### src/rtl/aes64_blk_ctrl.sv
// AES-128 block controller: sequences key fetches and aes64 hi/lo round ops
// for one 128-bit block at a time, returning the result on a valid/ready channel.
module aes64_blk_ctrl #(
    parameter int NROUNDS = 10
) (
    input  logic         g_clk,
    input  logic         g_reset,
    input  logic         blk_valid,
    output logic         blk_ready,
    input  logic         blk_dec,
    input  logic [127:0] blk_data,
    output logic         rk_req,
    output logic [3:0]   rk_idx,
    input  logic         rk_ack,
    input  logic [127:0] rk_data,
    output logic         aes_valid,
    output logic         aes_hi,
    output logic         aes_mix,
    output logic         aes_op_enc,
    output logic         aes_op_dec,
    output logic [63:0]  aes_rs1,
    output logic [63:0]  aes_rs2,
    input  logic [63:0]  aes_rd,
    input  logic         aes_ready,
    output logic         out_valid,
    input  logic         out_ready,
    output logic [127:0] out_data
);

    localparam logic [2:0] S_IDLE  = 3'd0;
    localparam logic [2:0] S_RK    = 3'd1;
    localparam logic [2:0] S_OP_LO = 3'd2;
    localparam logic [2:0] S_OP_HI = 3'd3;
    localparam logic [2:0] S_DONE  = 3'd4;

    localparam logic [3:0] LAST_ROUND = 4'(NROUNDS);

    logic [2:0]   fsm;
    logic [127:0] state;
    logic [63:0]  tmp_lo;
    logic [63:0]  tmp_hi;
    logic         dec;
    logic [3:0]   r;
    logic         in_op;

    assign in_op      = (fsm == S_OP_LO) || (fsm == S_OP_HI);

    assign blk_ready  = (fsm == S_IDLE);
    assign rk_req     = (fsm == S_RK);
    assign rk_idx     = rk_req ? (dec ? (LAST_ROUND - r) : r) : 4'd0;

    // state is frozen for the whole round, so both halves see the same operands
    assign aes_valid  = in_op;
    assign aes_hi     = (fsm == S_OP_HI);
    assign aes_mix    = in_op && (r != LAST_ROUND);
    assign aes_op_enc = in_op && !dec;
    assign aes_op_dec = in_op && dec;
    assign aes_rs1    = in_op ? state[63:0]   : 64'd0;
    assign aes_rs2    = in_op ? state[127:64] : 64'd0;

    assign out_valid  = (fsm == S_DONE);
    assign out_data   = (fsm == S_DONE) ? state : 128'd0;

    always_ff @(posedge g_clk) begin
        if (g_reset) begin
            fsm    <= S_IDLE;
            state  <= 128'd0;
            tmp_lo <= 64'd0;
            tmp_hi <= 64'd0;
            dec    <= 1'b0;
            r      <= 4'd0;
        end else begin
            case (fsm)
                S_IDLE: begin
                    if (blk_valid) begin
                        state <= blk_data;
                        dec   <= blk_dec;
                        r     <= 4'd0;
                        fsm   <= S_RK;
                    end
                end
                S_RK: begin
                    if (rk_ack) begin
                        // round 0 is the initial whitening; later rounds fold in the aes64 result
                        state <= ((r == 4'd0) ? state : {tmp_hi, tmp_lo}) ^ rk_data;
                        if (r == LAST_ROUND) begin
                            fsm <= S_DONE;
                        end else begin
                            r   <= r + 4'd1;
                            fsm <= S_OP_LO;
                        end
                    end
                end
                S_OP_LO: begin
                    if (aes_ready) begin
                        tmp_lo <= aes_rd;
                        fsm    <= S_OP_HI;
                    end
                end
                S_OP_HI: begin
                    if (aes_ready) begin
                        tmp_hi <= aes_rd;
                        fsm    <= S_RK;
                    end
                end
                S_DONE: begin
                    if (out_ready) begin
                        fsm <= S_IDLE;
                    end
                end
                default: fsm <= S_IDLE;
            endcase
        end
    end

endmodule

### config.mk
export PLATFORM = sky130hd
export DESIGN_NAME = aes64_blk_ctrl
export DESIGN_NICKNAME = d
export VERILOG_FILES = /design/src/rtl/aes64_blk_ctrl.sv
export SDC_FILE = /design/constraint.sdc
export NUM_CORES = 1
export LEC_CHECK = 0
export CAP_MARGIN = 0
export CORE_AREA = 4 4 228 230
export DETAILED_ROUTE_END_ITERATION = 8
export DIE_AREA = 0 0 232 234
export REMOVE_ABC_BUFFERS = 1
export SYNTH_ARGS = -nofsm -noshare
export SYNTH_HDL_FRONTEND = slang
export SYNTH_SLANG_ARGS = --single-unit
### constraint.sdc
create_clock -name g_clk -period 1.9 [get_ports g_clk]
set_clock_uncertainty 0.1 [all_clocks]
set_input_delay 0.475 -clock g_clk [delete_from_list [all_inputs] [get_ports g_clk]]
set_output_delay 0.475 -clock g_clk [all_outputs]
set_load 0.005 [all_outputs]
==> results.json, run 1 <==
{
  "timing.final.crit_share": 1.491,
  "nFillCells": 4896,
  "dieWidth_um": 232,
  "drive_gt1_frac": 0.09860,
  "critPathCaptureType": "output port",
  "cts-root-buf": "clkbuf_16",
  "violations": "negative setup slack",
  "hpwl_mm": 46.64,
  "first_pass_iters": 5,
  "htreeDepth": 2,
  "cap_viol_max_count": 0,
  "syn2layout_area_growth_pct": 60.74,
  "coreArea_um2": 49860,
  "ys_ff_latch": 264,
  "worst_pin_slew_ps": 502.3,
  "insertion_delay_ps": 540,
  "grt_max_degree": 94,
  "layout_min_cycle_time_ps": 2832,
  "die_area_um2": 54290,
  "final_common_cell": "clkdlybuf4s50_1",
  "drcViolationCount": 0,
  "numCtsBuffers": 34,
  "synth_area_per_cell_um2": 8.090,
  "port-buffer-count": 594,
  "grt_usage": 0.2260,
  "detail-route-antenna-nets": 0,
  "start_kind": "flip-flop",
  "netlist_area_um2": 14760,
  "yosysSeqAreaShare": 0.3581,
  "multi_input_area_um2": 8939,
  "drt_iter0_markers": 1013,
  "vdd_ir_drop_max_mv": 0.5567,
  "synth_area_leader_cell": "dfxtp_1",
  "via_per_inst": 5.061,
  "start_util": 0.2959,
  "setup_viol": 448,
  "drt-wirelength-per-cell_um": 22.09,
  "io_pins": 595,
  "finalNetCount": 2730,
  "power_leakage_nw": 9.894,
  "status": "complete, but fails checks",
  "netlist.area_leader.share": 0.3581,
  "yosys_most_used_dff": "dfxtp_1",
  "slew_viol_final": 0,
  "gp_congestion": 0.8426,
  "seq_area_um2": 5290,
  "max_freq_mhz": 353.1,
  "p_per_area_nw_per_um2": 820.7,
  "worstSetupPathType": "flip-flop to output port",
  "hold_viol_final": 0,
  "synth_edf_count": 0,
  "cts_tree": "built",
  "clkSinkCount": 264,
  "ys_warn_count": 0,
  "synthArstFlopShare": 0,
  "num_rows": 82,
  "synthTopCellsByArea": "dfxtp_1 36%, and2_1 13%, a21oi_1 8.9%",
  "path_max_fanout": 9,
  "totalWireLength_mm": 68.54,
  "cts.clk_slew.worst_paths_ps": 60,
  "antenna_found_initial": 15,
  "place_ws_ps": -383.9,
  "grt_pass1_vias": 15870,
  "cts_max_path_buffers": 3,
  "ys_types": 33,
  "dieHeight_um": 234,
  "grt_overflow": 0,
  "tns_ps": -217200,
  "arrival_ps": 2260,
  "synth_cells": 1824,
  "worst_slack_ps": -932.2,
  "vias": 15700,
  "layout_common_cells": "503 x clkdlybuf4s50_1, 319 x nand2_1, 305 x and2_1",
  "critPathRequiredTime_ps": 1320,
  "hold_class": "primary input to flip-flop",
  "slew_headroom": 0.6651,
  "rsz0062_at_grt": "true",
  "cts_hold_buffers": 0,
  "grt_pass1_wl_mm": 95.48
}
==> cell type report <==
type	instances	share of cell area
well taps	672	0.03545
repair buffers	702	0.3139
inverters	7	0.001371
clock buffers	51	0.04420
diodes	7	0.0007385
multi-input cells	1391	0.3768
flip-flops and latches	264	0.2230
clock inverters	9	0.004536
==> where the power goes <==
part	total, W	internal [W]	switching, W	leakage (nW)
Sequential	0.00696	0.00621	0.000749	2.16
Combinational	0.00580	0.00297	0.00284	7.17
Clock	0.00670	0.00409	0.00260	0.564
Total	0.0195	0.0133	0.00619	9.89
==> layer usage <==
metal,vias to the layer above,share of wire,track usage
met5,-,0.00055,0
met4,8,0.025,0.06239
met3,99,0.079,0.07034
met2,592,0.48,0.3864
met1,7570,0.42,0.2758
li1,7435,-,-
==> Yosys cell counts (all sizes together), types with 2 or more instances <==
| master | count |
|---|---|
| o221ai | 70 |
| a211oi | 60 |
| nor3 | 5 |
| xor2 | 73 |
| mux2i | 129 |
| nand2 | 323 |
| a211o | 58 |
| nor2 | 10 |
| buf | 25 |
| nor2b | 3 |
| nand3 | 5 |
| inv | 5 |
| ha | 3 |
| nor3b | 3 |
| clkinv | 2 |
| clkbuf | 137 |
| dfxtp | 264 |
| and2 | 317 |
| and3 | 2 |
| xnor2 | 60 |
| a21oi | 261 |
==> per-stage QoR <==
stage / total power (W) / utilization / instance area (um^2) / std cells / hold slack, ps
3_5_place_dp: 0.01265 / 0.4422 / 22050 / 3011 / 347.5
5_1_grt: 0.02038 / 0.4756 / 23720 / 3101 / 285.8
4_1_cts: 0.01947 / 0.4675 / 23310 / 3073 / 264.8
2_1_floorplan: 0.009798 / - / 14090 / 1662 / 329.6
3_3_place_gp: 0.01248 / 0.4422 / 22050 / 3011 / 343.8
6_report: 0.01947 / 0.4757 / 23720 / 3103 / 290.9
==> flip-flops by register name, summed over array words and instances (netlist names) <==
| signal | cells |
|---|---|
| tmp_hi | 64 |
| state | 128 |
| r | 4 |
| fsm | 3 |
| tmp_lo | 64 |
| dec | 1 |
==> path summary, 6_finish.rpt <==
check                                 from           end  slack [ps]  depth (start not counted)
worst min register to register  tmp_lo[56]    tmp_lo[56]         350                          2
worst max register to register        r[0]    state[116]        -240                          7
worst min-delay path               g_reset    tmp_lo[29]         290                          3
worst max-delay path                fsm[1]  out_data[18]        -930                          6
==> what timing repair did <==
item / 4_1_cts / 5_1_grt
endpoints found under the setup margin: 397 / 419
resized for setup: 63 / 121
buffers inserted: 0 / 10
cloned: 2 / 13
pin swaps: 0 / 1
==> worst max-delay path, stage by stage, from the launching register on <==
cell	delay (ps)
dfxtp_2	350
nor3b_4	200
buf_4	160
clkbuf_16	180
buf_16	150
and2_1	160
clkdlybuf4s50_1	510
==> kinds of logic after synthesis <==
kind of cell / after synthesis / share of synthesized area
compound gates: 451 / 0.1962
xor+xnor: 133 / 0.07894
fa+ha+maj: 3 / 0.002544
buf+inv: 169 / 0.04663
flops: 264 / 0.3581
mux: 130 / 0.08827
simple gates: 674 / 0.2293
(Power assumes the default switching activity.)
==> run 2, diff against run 1 <==
--- a/config.mk
+++ b/config.mk
@@ -9,7 +9,9 @@
 export CORE_AREA = 4 4 228 230
 export DETAILED_ROUTE_END_ITERATION = 8
 export DIE_AREA = 0 0 232 234
+export GPL_TIMING_DRIVEN = 0
 export REMOVE_ABC_BUFFERS = 1
+export SKIP_CTS_REPAIR_TIMING = 1
 export SYNTH_ARGS = -nofsm -noshare
 export SYNTH_HDL_FRONTEND = slang
 export SYNTH_SLANG_ARGS = --single-unit
==> results.json, run 2 (synthesized netlist as in run 1, its figures left out) <==
{
  "detail-route-antenna-nets": 0,
  "drive_gt1_frac": 0.1658,
  "grt_max_degree": 79,
  "largest_registers": "state (128), tmp_hi (64), tmp_lo (64)",
  "slew_headroom": 0.4306,
  "grt_usage": 0.2164,
  "die_area_um2": 54290,
  "hold_class": "primary input to flip-flop",
  "critPathCaptureType": "output port",
  "vdd_ir_drop_max_mv": 0.7759,
  "largest_register_ffs": 128,
  "worst_pin_slew_ps": 851.5,
  "clkSinkCount": 264,
  "cts.clk_slew.worst_paths_ps": 70,
  "worstSetupPathType": "flip-flop to output port",
  "finalNetCount": 2761,
  "status": "complete, but fails checks",
  "power_leakage_nw": 11.16,
  "slew_viol_final": 0,
  "rsz0062_at_grt": "true",
  "violations": "negative setup slack",
  "drt_iter0_markers": 1030,
  "layout_common_cells": "403 x clkdlybuf4s50_1, 319 x nand2_1, 260 x a21oi_1",
  "start_kind": "flip-flop",
  "worst_slack_ps": -872.4,
  "via_per_inst": 5.146,
  "grt_overflow": 0,
  "place_ws_ps": -1625,
  "insertion_delay_ps": 580,
  "setup_viol": 526,
  "dieWidth_um": 232,
  "p_per_area_nw_per_um2": 805.5,
  "grt_pass1_vias": 15460,
  "num_rows": 82,
  "max_freq_mhz": 360.7,
  "final_common_cell": "clkdlybuf4s50_1",
  "cap_viol_max_count": 0,
  "start_util": 0.2959,
  "timing.final.crit_share": 1.459,
  "numCtsBuffers": 31,
  "drt-wirelength-per-cell_um": 22.79,
  "port-buffer-count": 594,
  "arrival_ps": 2200,
  "cts_max_path_buffers": 3,
  "hpwl_mm": 46.19,
  "hold_viol_final": 0,
  "htreeDepth": 1,
  "hold_path_depth": 2,
  "regMostFlops": "state",
  "grt_pass1_wl_mm": 93.23,
  "cts-root-buf": "clkbuf_16",
  "io_pins": 595,
  "first_pass_iters": 5,
  "drcViolationCount": 0,
  "total_power_w": 0.01962,
  "gp_congestion": 0.7921,
  "fin_worst_hold_slack_ps": 213.8,
  "path_max_fanout": 7,
  "worstRegToRegCells": 8,
  "layout_min_cycle_time_ps": 2772,
  "antenna_found_initial": 9,
  "dieHeight_um": 234,
  "critPathRequiredTime_ps": 1320,
  "coreArea_um2": 49860,
  "syn2layout_area_growth_pct": 65.03,
  "vias": 16140,
  "totalWireLength_mm": 71.46,
  "cts_tree": "built"
}
==> run 2: changes by cell type in the layout (fill, tap and decap cells not counted), sizes merged, moves of 2 or more <==
cell           before  now
clkbuf             93  124
buf                99  166
dlygate4sd2        10    0
dlymetal6s2s       31   82
clkdlybuf4s50     503  403
diode               7    9
inv                 6   10
nand2             323  325
clkdlybuf4s15      17    0
==> run 2: power breakdown <==
part           internal [W]  switching, W
registers           0.00621      0.000795
logic               0.00326       0.00313
clock network       0.00365       0.00257
==> run 2: area by class of cell <==
class                      count  area (um^2)
multi-input combinational   1395         9225
sequential                   264         5305
clock inverter                 9        103.9
tap                          672        840.8
timing repair inverter         5        77.57
clock buffer                  48        939.7
antenna                        9        22.52
fill                        4736        25510
timing repair buffer         727         7769
inverter                       7        70.07
==> run 2: path summary, 6_finish.rpt <==
kind / startpoint / endpoint / slack, ps
min: g_reset / tmp_hi[28] / 210
max: fsm[2] / out_data[45] / -870
max reg2reg: fsm[2] / tmp_lo[43] / -630
min reg2reg: tmp_hi[42] / tmp_hi[42] / 350
==> run 2: through the flow <==
step	TNS (ps)	instance area, um^2	instances	util
floorplan	-1582420	14090	1662	-
global placement	-3804900	20880	2928	0.4188
detailed placement	-560250	21700	2974	0.4353
CTS	-700080	22750	3031	0.4562
global route	-305810	24340	3131	0.4882
finish	-266870	24350	3136	0.4884
==> run 2: critical path: stages (launching register included) <==
cell and delay [ps]:
dfxtp_4 400, nor3b_4 240, buf_12 160, buf_12 130, and2_1 170, clkdlybuf4s50_1 510
==> run 2: metal layers <==
layer  part of all wire  GRT usage  routed length, um  vias to the layer above
li1                   -          -                  -                     7489
met1               0.41     0.2702              29000                     7867
met2               0.49     0.3785              34970                      668
met3              0.079    0.05418               5654                      111
met4              0.025    0.04820               1807                        4
met5            0.00039          0                 28                        -
